## config.mk

```make
export PLATFORM = sky130hd
export DESIGN_NAME = m_shiftseq
export DESIGN_NICKNAME = d
export VERILOG_FILES = /design/src/rtl/m_shiftseq_pkg.sv /design/src/rtl/m_shiftseq_dp.sv /design/src/rtl/m_shiftseq.sv
export SDC_FILE = /design/constraint.sdc
export NUM_CORES = 1
export LEC_CHECK = 0
export CAP_MARGIN = 20
export CELL_PAD_IN_SITES_DETAIL_PLACEMENT = 1
export CELL_PAD_IN_SITES_GLOBAL_PLACEMENT = 1
export CORE_ASPECT_RATIO = 0.5
export CORE_MARGIN = 1
export CORE_UTILIZATION = 38
export CTS_BUF_LIST = sky130_fd_sc_hd__clkbuf_8 sky130_fd_sc_hd__clkbuf_16
export DETAILED_ROUTE_END_ITERATION = 7
export GPL_TIMING_DRIVEN = 0
export PLACE_DENSITY_LB_ADDON = 0.1
export SYNTH_ARGS = -nofsm -noshare
export SYNTH_HDL_FRONTEND = slang
export SYNTH_HIERARCHICAL = 1
export SYNTH_SLANG_ARGS = --single-unit
```

## constraint.sdc

```tcl
create_clock -name clk -period 4.15 [get_ports clk]
set_clock_uncertainty 0.15 [all_clocks]
set_input_delay 0.83 -clock clk [delete_from_list [all_inputs] [get_ports clk]]
set_output_delay 0.83 -clock clk [all_outputs]
set_load 0.01 [all_outputs]
```

## src/rtl/m_shiftseq_pkg.sv

```systemverilog
// m_shiftseq_pkg
//   Shared definitions for the multi-cycle shift sequencer: FSM state
//   encodings, shift-op encodings and small decode helpers used by both the
//   control block (m_shiftseq) and its datapath (m_shiftseq_dp).
//   No ports (package).
package m_shiftseq_pkg;

  // FSM state encodings
  localparam logic [1:0] ST_IDLE  = 2'b00;
  localparam logic [1:0] ST_SHIFT = 2'b01;
  localparam logic [1:0] ST_DONE  = 2'b10;

  typedef enum logic [1:0] {
    IDLE  = ST_IDLE,
    SHIFT = ST_SHIFT,
    DONE  = ST_DONE
  } state_t;

  // Shift-op encodings; 2'b10 is reserved and behaves as a logical right shift
  localparam logic [1:0] SHOP_SLL  = 2'b00;
  localparam logic [1:0] SHOP_SRL  = 2'b01;
  localparam logic [1:0] SHOP_RSVD = 2'b10;
  localparam logic [1:0] SHOP_SRA  = 2'b11;

  // Every op other than SLL moves bits towards the LSB
  function automatic logic shop_is_right(input logic [1:0] op);
    return (op == SHOP_SRL) || (op == SHOP_SRA) || (op == SHOP_RSVD);
  endfunction

  // Only SRA replicates the sign bit into the vacated positions
  function automatic logic shop_is_arith(input logic [1:0] op);
    return (op == SHOP_SRA);
  endfunction

endpackage

```

## src/rtl/m_shiftseq_dp.sv

```systemverilog
// m_shiftseq_dp
//   Datapath of the shift sequencer: operand register, fill-bit select,
//   1-bit (and optionally 4-bit) shift step mux and capture of the last bit
//   shifted out.
//   Build option: M_SHIFTSEQ_NIBBLE_EN adds the 4-bit step path and the
//   step4 select input; without it only the 1-bit step exists.
// Ports:
//   clk       in   clock, rising edge
//   rst_n     in   asynchronous active-low reset
//   load      in   capture b/shop, clear lastout
//   shift_en  in   perform one shift step this cycle
//   step4     in   (M_SHIFTSEQ_NIBBLE_EN only) use a 4-bit step
//   b         in   operand to capture
//   shop      in   shift op to capture
//   opnd      out  operand / shifted word register
//   lastout   out  last bit shifted out
module m_shiftseq_dp #(
  parameter int ALUWIDTH = 8
) (
  input  logic                clk,
  input  logic                rst_n,
  input  logic                load,
  input  logic                shift_en,
`ifdef M_SHIFTSEQ_NIBBLE_EN
  input  logic                step4,
`endif
  input  logic [ALUWIDTH-1:0] b,
  input  logic [1:0]          shop,
  output logic [ALUWIDTH-1:0] opnd,
  output logic                lastout
);
  import m_shiftseq_pkg::*;

  logic [1:0]          op_q;
  logic                right;
  logic                fill;
  logic [ALUWIDTH-1:0] shift_1;
  logic                out_1;
  logic [ALUWIDTH-1:0] next_opnd;
  logic                next_last;

  // The op is latched with the operand so later changes on shop are harmless
  assign right = shop_is_right(op_q);
  assign fill  = shop_is_arith(op_q) & opnd[ALUWIDTH-1];

  // Single-bit step: the bit falling off the end becomes the new lastout
  assign shift_1 = right ? {fill, opnd[ALUWIDTH-1:1]} : {opnd[ALUWIDTH-2:0], 1'b0};
  assign out_1   = right ? opnd[0] : opnd[ALUWIDTH-1];

`ifdef M_SHIFTSEQ_NIBBLE_EN
  logic [ALUWIDTH-1:0] shift_4;
  logic                out_4;

  // Four-bit step: the last of the four bits to leave is the one kept
  assign shift_4 = right ? {{4{fill}}, opnd[ALUWIDTH-1:4]} : {opnd[ALUWIDTH-5:0], 4'b0000};
  assign out_4   = right ? opnd[3] : opnd[ALUWIDTH-4];

  assign next_opnd = step4 ? shift_4 : shift_1;
  assign next_last = step4 ? out_4 : out_1;
`else
  assign next_opnd = shift_1;
  assign next_last = out_1;
`endif

  // Operand, op and lastout registers. A load restarts the result from the
  // raw operand with lastout cleared, so a zero-length shift reports 0.
  always_ff @(posedge clk or negedge rst_n) begin
    if (!rst_n) begin
      opnd    <= '0;
      op_q    <= SHOP_SLL;
      lastout <= 1'b0;
    end else if (load) begin
      opnd    <= b;
      op_q    <= shop;
      lastout <= 1'b0;
    end else if (shift_en) begin
      opnd    <= next_opnd;
      lastout <= next_last;
    end
  end

endmodule

```

## src/rtl/m_shiftseq.sv

```systemverilog
// m_shiftseq
//   Multi-cycle shift sequencer placed after the ALU result bus. Captures B,
//   shifts it by shamt one bit per cycle (four per cycle while possible when
//   M_SHIFTSEQ_NIBBLE_EN is defined) and presents the result on a
//   ready/valid port. Holds the FSM, shift counter and handshake; the
//   shifting itself lives in m_shiftseq_dp.
//   Build option: M_SHIFTSEQ_NIBBLE_EN enables 4-bit steps.
// Ports:
//   clk        in   clock, rising edge
//   rst_n      in   asynchronous active-low reset
//   B          in   ALU result, captured on an accepted start
//   start      in   request, accepted when start & in_ready
//   shop       in   00 SLL, 01 SRL, 11 SRA, 10 reserved (SRL)
//   shamt      in   shift amount
//   in_ready   out  high in IDLE
//   busy       out  high in SHIFT
//   res_valid  out  result valid, held until consumed
//   res_ready  in   consumer accepts the result
//   result     out  shifted word
//   lastout    out  last bit shifted out, 0 for a zero-length shift
module m_shiftseq #(
  parameter  int ALUWIDTH = 8,
  localparam int SHW      = $clog2(ALUWIDTH)
) (
  input  logic                clk,
  input  logic                rst_n,
  input  logic [ALUWIDTH-1:0] B,
  input  logic                start,
  input  logic [1:0]          shop,
  input  logic [SHW-1:0]      shamt,
  output logic                in_ready,
  output logic                busy,
  output logic                res_valid,
  input  logic                res_ready,
  output logic [ALUWIDTH-1:0] result,
  output logic                lastout
);
  import m_shiftseq_pkg::*;

  state_t         state;
  logic [SHW-1:0] count;
  logic [SHW-1:0] step_amt;
  logic           accept;
  logic           shift_en;

  // Both flags decode straight from the state register
  assign in_ready = (state == IDLE);
  assign busy     = (state == SHIFT);
  assign accept   = start & in_ready;
  assign shift_en = (state == SHIFT);

`ifdef M_SHIFTSEQ_NIBBLE_EN
  logic step4;

  // Take the wide step only while it cannot overshoot the remaining count
  assign step4    = shift_en && (count >= SHW'(4));
  assign step_amt = step4 ? SHW'(4) : SHW'(1);
`else
  assign step_amt = SHW'(1);
`endif

  m_shiftseq_dp #(
    .ALUWIDTH (ALUWIDTH)
  ) u_dp (
    .clk      (clk),
    .rst_n    (rst_n),
    .load     (accept),
    .shift_en (shift_en),
`ifdef M_SHIFTSEQ_NIBBLE_EN
    .step4    (step4),
`endif
    .b        (B),
    .shop     (shop),
    .opnd     (result),
    .lastout  (lastout)
  );

  // Control FSM. res_valid is raised one cycle after DONE is entered so the
  // final shift has settled in the datapath register before it is offered.
  // Consumption sends the block to IDLE on that same edge, so a start seen
  // in the consuming cycle is not accepted; the next cycle is the earliest.
  always_ff @(posedge clk or negedge rst_n) begin
    if (!rst_n) begin
      state     <= IDLE;
      count     <= '0;
      res_valid <= 1'b0;
    end else begin
      case (state)
        IDLE: begin
          if (start) begin
            count <= shamt;
            state <= (shamt != '0) ? SHIFT : DONE;
          end
        end
        SHIFT: begin
          count <= count - step_amt;
          if (count == step_amt) begin
            state <= DONE;
          end
        end
        DONE: begin
          if (!res_valid) begin
            res_valid <= 1'b1;
          end else if (res_ready) begin
            res_valid <= 1'b0;
            state     <= IDLE;
          end
        end
        default: begin
          state     <= IDLE;
          res_valid <= 1'b0;
        end
      endcase
    end
  end

endmodule

```

# After elaboration in Yosys (flattened, before gate mapping)
# Index checks and enable logic that the tools add are counted.
dict set report word_totals {
  register_bits 17
  latchBits 0
  mem_bits_rw 0
  mem_bits_ro 0
  in_bits 17
  word_cells 45
  mem_count 0
}
dict set report op_classes {
  n_addsub 1
  mul 0
  n_div 0
  n_lt_le_gt_ge 0
  eq_ne 10
  shift 0
  mux 17
  n_bitwise 2
  reduce_logical 9
}
# operator count
set op_table {}
lappend op_table {{$mux 8} 3}
lappend op_table {{$mux 2} 5}
lappend op_table {{$eq 2x2->1 const B} 3}
lappend op_table {{$ne 2x2->1 const B} 3}
lappend op_table {{$pmux 2 s3} 1}
lappend op_table {{$pmux 3 s2} 1}
lappend op_table {{$mux 1} 5}
lappend op_table {{$eq 2x1->1 const B} 2}
lappend op_table {{$reduce_and 4->1} 1}
lappend op_table {{$reduce_bool 2->1} 2}
lappend op_table {{$eq 3x1->1 const B} 1}
lappend op_table {{$mux 3} 1}
lappend op_table {{$reduce_bool 3->1} 1}
lappend op_table {{$sub 3x1->3 const B} 1}
lappend op_table {{$and 1x1->1} 2}
lappend op_table {{$logic_not 2->1} 1}
lappend op_table {{$logic_or 1x1->1} 2}
lappend op_table {{$ne 2x1->1 const B} 1}
lappend op_table {{$pmux 1 s2} 1}
lappend op_table {{$reduce_and 2->1} 1}
lappend op_table {{$reduce_or 2->1} 1}

# Depth between registers and ports, before layout
# Gate-level depths: netlist (run 1).
dict set report depth {
  ltp_word 6
  depth_mapped 6
}

# By module
# Netlist (run 1), hierarchy kept.
# module n_inst cells_each area_each_um2 seq_area_each_um2
set by_module_without_submodules {}
lappend by_module_without_submodules {m_shiftseq_dp 1 67 656.9 275.3}
lappend by_module_without_submodules {m_shiftseq 1 38 382.9 150.1}

# Worst setup path after synthesis (run 1)
# Ideal clock, no wire load.
dict set report synth_timing {
  kind {in2reg}
  start {input start}
  end {register u_dp.opnd[3]}
  setup_time_ns 0.092
  arrival_time_ns 1.647
  t_required_ns 3.908
  slack_ns 2.261
  stages 5
  path_buffers 2
  path_cell_list {nor3b_2 buf_4 clkbuf_1 nand2_1 o31ai_2}
}
dict set report synth_between {
  elab_chain_len 2
  word_cells_on_any_way 3
  classes_between {1 x mux; 1 x bitwise; 1 x reduce/logical}
}
# element line_no
set synth_rtl {}
lappend synth_rtl {{from (decl)} m_shiftseq.sv:28} ;# input logic start,
lappend synth_rtl {{$and 1x1->1 *} m_shiftseq.sv:49} ;# assign accept = start & in_ready;
lappend synth_rtl {{$mux 8 / $reduce_bool 2->1 (equally long branches)} n/a}
lappend synth_rtl {{to (signal assigned)} m_shiftseq_dp.sv:77} ;# opnd <= next_opnd;
lappend synth_rtl {{to (decl)} m_shiftseq_dp.sv:29} ;# output logic [ALUWIDTH-1:0] opnd,
# Mark *: on every way between the ends. The rest lies on a longest branch, timed or not.
# A chain may end at the register's enable or synchronous reset.

# Worst setup path in the final report (run 1)
dict set report layout_timing {
  start {register state[0]}
  end {output busy}
}
dict set report layout_between {
  elab_chain_len 1
}
# element line_no
set layout_rtl {}
lappend layout_rtl {{from (decl)} m_shiftseq.sv:40} ;# state_t state;
lappend layout_rtl {{from (signal assigned)} m_shiftseq.sv:92} ;# state <= (shamt != '0) ? SHIFT : DONE;
lappend layout_rtl {{$eq 2x1->1} m_shiftseq.sv:48} ;# assign busy = (state == SHIFT);
lappend layout_rtl {{to (decl)} m_shiftseq.sv:32} ;# output logic busy,
# Every way passes these cells.

==> results.ini, run 1 <==
[status]
status=finished clean

[critical_path]
cp_data_required_time_ps=3170
crit_fanout=10
reg2reg_from=state[0]
endpoint_kind=output port
crit_arrival_ps=1600
worst-setup-path-type=reg -> out
startpoint=state[0]
start_kind=flop

[final_layout]
drive_gt1_share_pct=19.7
diodes=0
area_growth_pct=35.9
multi_input_area_um2=520
regArea_um2=425
nets=157
fill_cells=270

[sta]
setup-violations-final=0
layout_setup_ws_ps=1570
rsz0062_at_grt=no
tightest_slew_ps=814
slew_headroom_pct=45.6
hold_viol=0
clock.fmax_mhz=388
fin_crit_ps=2580
fin_crit_sh_pct=62.1
slew_violations=0
tns_ps=0

[yosys]
seq_area_frac_synth_pct=40.9
yosysTopAreaCellShare_pct=40.9
synth_top_area_cell=dfrtp_1
async_flop_share_pct=100
synth.area.top_cells=dfrtp_1 41%, o31ai_2 7.2%, o311a_1 5.8%
synth_cells=105
avgSynthCellArea_um2=9.90
synth_edf_count=0
synth_area_um2=1040
synth_warnings=6
synth_flop_cell=dfrtp_1
ys_ff_latch=17
synth.distinct_cells=31
synth.top_cells.by_count=17 x dfrtp_1, 10 x nand2_1, 10 x nor2_1
yosysMostFrequentCell=dfrtp_1
synth.net_count=124

[cts]
clk_pin_slew_ps=80
root_buffer=clkbuf_8
clock_latency_ps=260
clock-sinks=17
cts_max_path_buffers=2
cts_buffers=3
post-cts-setup-buffers=0
htree_levels=1
cts.hold.buffers_added=0
cts_tree=built
cts_resized=0

[die]
initial_utilization_pct=43.6
coreArea_um2=2390
io_pins=29
die_w_um=76.0
rows=12
die_y_um=39.0
die_area_um2=2960

[global_routing]
grt_pass1_wl_mm=4.42
grt_max_degree=18
grt-ovfl-total=0
grt_pass1_vias=924
antenna_found_initial=0
grt_usage_pct=20.6

[routing]
post_drt_wl_per_cell_um=16.1
drc=0
routed_wl_mm=2.76
vias=914
ant_nets=0
drtPass1Iterations=4
viasPerCell=5.31
drtIter0Drc=63

[hold_path]
hold_start=count[1]
hold_path.class=reg -> reg

[placement]
port_buffers=28
place_hpwl_mm=1.97
dp_slack_ps=1430
gp_congestion=0.737

[power_and_ir_drop]
peakVddDrop_mv=0.330
p_leak_nw=0.591
power_density_nw_per_um2=848

[job]
drv_cap=0

-- critical path: stages, from the launching register on --
cell and delay (ps):
dfrtp_1 450, buf_6 180, and2b_1 160, clkdlybuf4s50_1 540
-- placed cells by master (no fill, tap or decap), drive strengths merged, types with 3 or more instances in the layout --
| cell | instances |
|---|---|
| a21oi | 4 |
| buf | 7 |
| clkbuf | 4 |
| clkdlybuf4s50 | 28 |
| dfrtp | 17 |
| inv | 9 |
| mux2 | 4 |
| nand2 | 10 |
| nor2 | 11 |
| nor3b | 4 |
| o21ai | 9 |
| o22a | 3 |
| o311a | 6 |
| o31ai | 6 |
-- cells by family after synthesis --
logic type / count (synthesis) / share of synthesized area [%]
AND/OR/NAND/NOR: 31 / 16.0
AO/OA/AOI/OAI: 34 / 27.3
multiplexers: 4 / 4.33
adder cells (fa/ha/maj): 2 / 2.41
flip-flops: 17 / 40.9
buffers and inverters: 17 / 9.02
-- registers in the layout, summed over array words and instances, names as in the netlist --
| signal | count |
|---|---|
| count | 3 |
| res_valid | 1 |
| state | 2 |
| u_dp/lastout | 1 |
| u_dp/op_q | 2 |
| u_dp/opnd | 8 |
-- path summary, 6_finish.rpt --
kind | end | slack [ps] | cells after the start
setup / recovery | busy | 1570 | 3
hold / removal | count[1] | 390 | 1
min in group asynchronous | u_dp/op_q[0] | 890 | 1
hold reg to reg | count[1] | 390 | 1
max in group asynchronous | u_dp/opnd[7] | 2450 | 1
setup reg to reg | u_dp/opnd[1] | 2230 | 6
-- cell type report --
cell class                      count  share of cell area (%)
Inverter                            9                    2.39
Sequential cell                    17                    30.1
Clock buffer                        3                    2.92
Clock inverter                      1                   0.531
Timing Repair Buffer               28                    19.8
Multi-Input combinational cell     71                    36.8
Tap cell                           35                    3.10
Buffer                              8                    4.25
-- metal layers --
layer / vias up / part of all wire (%) / GRT usage (%)
met5: - / 0 / 0
met4: 0 / 0 / 2.88
met3: 0 / 4.2 / 6.35
met2: 20 / 49 / 40.2
met1: 453 / 47 / 23.7
li1: 441 / - / -
-- through the flow --
step | hold slack (ps) | utilization, % | power (mW) | instances | cell area, um^2
after floorplan | 332 | - | 0.807 | 105 | 1040
after detailed placement | 383 | 57.1 | 1.07 | 168 | 1360
final | 389 | 59.2 | 1.20 | 172 | 1410
after global placement | 345 | 57.1 | 1.03 | 168 | 1360
after global routing | 405 | 59.2 | 1.28 | 172 | 1410
after CTS | 401 | 59.2 | 1.21 | 172 | 1410
-- power breakdown --
part	total (mW)	leakage, nW	internal (mW)	switching (mW)
Combinational	0.719	0.367	0.371	0.348
Clock	0.131	0.0217	0.0677	0.0634
Sequential	0.348	0.202	0.253	0.0952
Total	1.20	0.591	0.692	0.506
No activity file was read; power rests on OpenSTA's default activity.
==> run 2: changes to the inputs <==
CORE_UTILIZATION = 35   (was 38)
clock period = 2.4 ns   (was 4.15 ns; I/O delays follow)
==> results.ini, run 2 (synthesis gave the netlist of run 1 again) <==
[critical_path]
start_kind=flop
rrSetupSlack_ps=510
r2r-end=u_dp/opnd[6]
reg2reg_from=state[1]
reg2regPathDepth=6
crit_fanout=10
worst-setup-path-type=reg -> out
endpoint_kind=output port
crit_arrival_ps=1550
cp_data_required_time_ps=1770

[cts]
post-cts-setup-buffers=0
htree_levels=1
cts_max_path_buffers=2
clock-sinks=17
cts_resized=0
cts_buffers=3
cts_tree=built
root_buffer=clkbuf_8
clock_latency_ps=260
cts.hold.buffers_added=0
clk_pin_slew_ps=70

[sta]
slew_violations=0
slew_headroom_pct=44.8
clock.fmax_mhz=459
hold_viol=0
fin_crit_sh_pct=90.8
rsz0062_at_grt=no
tns_ps=0
setup-violations-final=0
tightest_slew_ps=825
fin_crit_ps=2180

[power_and_ir_drop]
p_sw_share_pct=40.9
p_seq_share_pct=29.2
power.switching_mw=0.826
pwr-share-clk_pct=10.9
peakVddDrop_mv=0.506
power.internal_mw=1.19
p_comb_share_pct=59.9
power_density_nw_per_um2=1430
p_leak_nw=0.595
finalPower_mw=2.02

[final_layout]
final_common_cell=clkdlybuf4s50_1
final_cell_mix=28 x clkdlybuf4s50_1, 17 x dfrtp_1, 10 x nor2_1, 10 x nand2_1, 9 x inv_1
drive_gt1_share_pct=19.7
diodes=0
regMostFlops=u_dp/opnd
area_growth_pct=35.9
nets=157
multi_input_area_um2=520
fill_cells=314
final_util_pct=52.3
reg_top3=u_dp/opnd x8, count x3
largest_register_ffs=8
regArea_um2=425
layout.cells.non_filler=174

[routing]
viasPerCell=5.10
drtIter0Drc=43
ant_nets=0
routed_wl_mm=2.38
vias=888
post_drt_wl_per_cell_um=13.7
drc=0
drtPass1Iterations=6

[placement]
gp_congestion=0.722
dpl.cell_count=170
port_buffers=28
place_hpwl_mm=1.73

[die]
die_y_um=40.5
io_pins=29
rows=13
initial_utilization_pct=38.5
die_w_um=79.1
coreArea_um2=2700
die_area_um2=3210

[hold_path]
whs_endpoint=count[1]
hold_start=count[1]
hold_path.class=reg -> reg
hold_path_depth=1

[global_routing]
grt-ovfl-total=0
grt_pass1_vias=813
grt_pass1_wl_mm=3.84
grt_usage_pct=16.5
grt_max_degree=18
antenna_found_initial=0

[status]
status=finished clean

[job]
drv_cap=0

-- run 2: final cells by class --
type	instances	area share, %
sequential	17	30.1
tap	37	3.28
clock inverter	1	0.354
timing repair buffer	28	19.8
clock buffer	3	2.92
multi-input combinational	71	36.8
buffer	8	4.25
inverter	9	2.39
-- run 2: worst max path at each step --
| stage | endpoint | start | cells after the start | slack (ps) |
|---|---|---|---|---|
| final | busy | state[0] | 3 | 220 |
| after detailed placement | u_dp/opnd[6] | start | 6 | 30 |
| after global routing | busy | state[0] | 3 | 140 |
| after CTS | busy | state[0] | 3 | 200 |
| after global placement | u_dp/opnd[1] | start | 6 | 20 |
| after floorplan | u_dp/opnd[0] | state[0] | 6 | 700 |
-- run 2: power by group through the flow --
| stage | logic (mW) | clock network, mW | registers (mW) |
|---|---|---|---|
| 2_1_floorplan | 0.797 | 0 | 0.598 |
| 3_3_place_gp | 1.20 | 0 | 0.590 |
| 3_5_place_dp | 1.21 | 0 | 0.596 |
| 4_1_cts | 1.22 | 0.231 | 0.589 |
| 5_1_grt | 1.33 | 0.245 | 0.611 |
| 6_report | 1.21 | 0.221 | 0.589 |
-- run 2: worst max-delay path: stages, from the launching register on --
cell and delay (ps):
dfrtp_1 430, buf_6 170, and2b_1 160, clkdlybuf4s50_1 540
-- run 2: per-stage QoR --
stage	hold slack, ps	worst slack, ps	area, um^2
finish	378	221	1410
floorplan	34.4	700	1040
detailed placement	359	27.2	1370
CTS	376	204	1410
global placement	346	17.5	1370
global route	422	139	1410
-- run 2: per-layer routing --
layer / share of wire [%] / global-route usage, %
met4: 0.38 / 2.73
met3: 4.7 / 5.45
met1: 53 / 21.5
met5: 0 / 0
met2: 42 / 27.4
==> run 3: changes to the inputs <==
CAP_MARGIN = 40   (was 20)
==> results.ini, run 3 (synthesis gave the netlist of run 1 again) <==
[cts]
cts_buffers=3
cts.hold.buffers_added=0
cts_tree=built
root_buffer=clkbuf_8
clock-sinks=17
cts_max_path_buffers=2
htree_levels=1
clk_pin_slew_ps=70
clock_latency_ps=250
post-cts-setup-buffers=0
cts_resized=0

[critical_path]
slowest_delay_ps=540
start_kind=flop
cpMaxStageDelayCell=clkdlybuf4s50_1
r2r-end=u_dp/opnd[6]
cp_data_required_time_ps=1770
reg2reg_from=state[1]
worst-setup-path-type=reg -> out
crit_arrival_ps=1540
crit_end=busy
reg2regPathDepth=6
startpoint=state[0]
crit_chain=buf_6 -> and2b_1 -> clkdlybuf4s50_1
rrSetupSlack_ps=480
endpoint_kind=output port
crit_fanout=10

[global_routing]
grtUsageMet2_pct=30.0
grt_pass1_vias=844
grt-ovfl-total=0
top_usage_layer=met2
grt_max_degree=18
grtUsageMet3_pct=6.14
antenna_found_initial=0
grt_pass1_wl_mm=4.02
gr-usage-met1_pct=21.3
grt_usage_pct=17.1

[routing]
viasPerCell=4.95
ant_nets=0
drtPass1Iterations=4
post_drt_wl_per_cell_um=14.2
routed_wl_mm=2.49
drc=0
vias=867
drtIter0Drc=30

[sta]
holdWs_ps=383
clock.fmax_mhz=461
tightest_slew_ps=532
fin_crit_ps=2170
tns_ps=0
slew_headroom_pct=64.5
hold_viol=0
rsz0062_at_grt=no
slew_violations=0
fin_crit_sh_pct=90.3
setup-violations-final=0

[hold_path]
hold_path.class=reg -> reg
hold_start=count[1]

[final_layout]
regMostFlops=u_dp/opnd
largest_register_ffs=8
reg_top3=u_dp/opnd x8, count x3
final_common_cell=clkdlybuf4s50_1
diodes=0
drive_gt1_share_pct=20.3
final_cell_mix=28 x clkdlybuf4s50_1, 17 x dfrtp_1, 10 x nor2_1, 10 x nand2_1, 9 x inv_1
nets=158
area_growth_pct=37.3

[placement]
port_buffers=28
place_hpwl_mm=1.79
gp_congestion=0.722

[job]
drv_cap=0

[die]
io_pins=29
die_area_um2=3210
coreArea_um2=2700
die_w_um=79.1
initial_utilization_pct=38.5
die_y_um=40.5
rows=13

[status]
status=finished clean

[power_and_ir_drop]
p_leak_nw=0.602
peakVddDrop_mv=0.448
power_density_nw_per_um2=1420

[run 3: stage by stage]
step	setup slack [ps]	cell area, um^2	instances	total power, mW	utilization, %
3_5_place_dp	28.3	1380	171	1.82	51.2
6_report	232	1430	175	2.03	52.9
2_1_floorplan	700	1040	105	1.40	-
3_3_place_gp	17.5	1370	170	1.79	50.6
5_1_grt	133	1430	175	2.20	52.9
4_1_cts	208	1430	175	2.05	52.9
[run 3: worst max-delay path: cells and delay by family (launching register included)]
kind / cells / cell delay (ps)
buf+inv: 2 / 710
flops: 1 / 420
simple gates: 1 / 160
[run 3: routing by layer]
metal  vias to the layer above  wire, um
met5                         -         0
met4                         0         7
met3                         2       107
met2                        21      1060
met1                       402      1310
li1                        442         -
[run 3: how the worst min path moves through the flow]
stage                     slack, ps            to  cells after the start
after floorplan                  30      count[0]                      0
after global placement          350      count[1]                      1
after detailed placement        360      count[1]                      1
after CTS                       380      count[1]                      1
after global routing            390  u_dp/opnd[2]                      2
final                           380      count[1]                      1
[run 3: layout make-up]
| type | count | area (um^2) |
|---|---|---|
| fillers | 312 | 1270 |
| plain buffers | 8 | 60.1 |
| flip-flops and latches | 17 | 425 |
| multi-input cells | 71 | 520 |
| clock inverters | 1 | 5.00 |
| repair buffers | 29 | 295 |
| well taps | 37 | 46.3 |
| clock buffers | 3 | 41.3 |
| inverters | 9 | 33.8 |
[run 3: report_power, final]
part / internal [mW] / total [mW] / switching, mW
Clock: 0.115 / 0.221 / 0.106
Combinational: 0.644 / 1.22 / 0.577
Sequential: 0.437 / 0.592 / 0.155
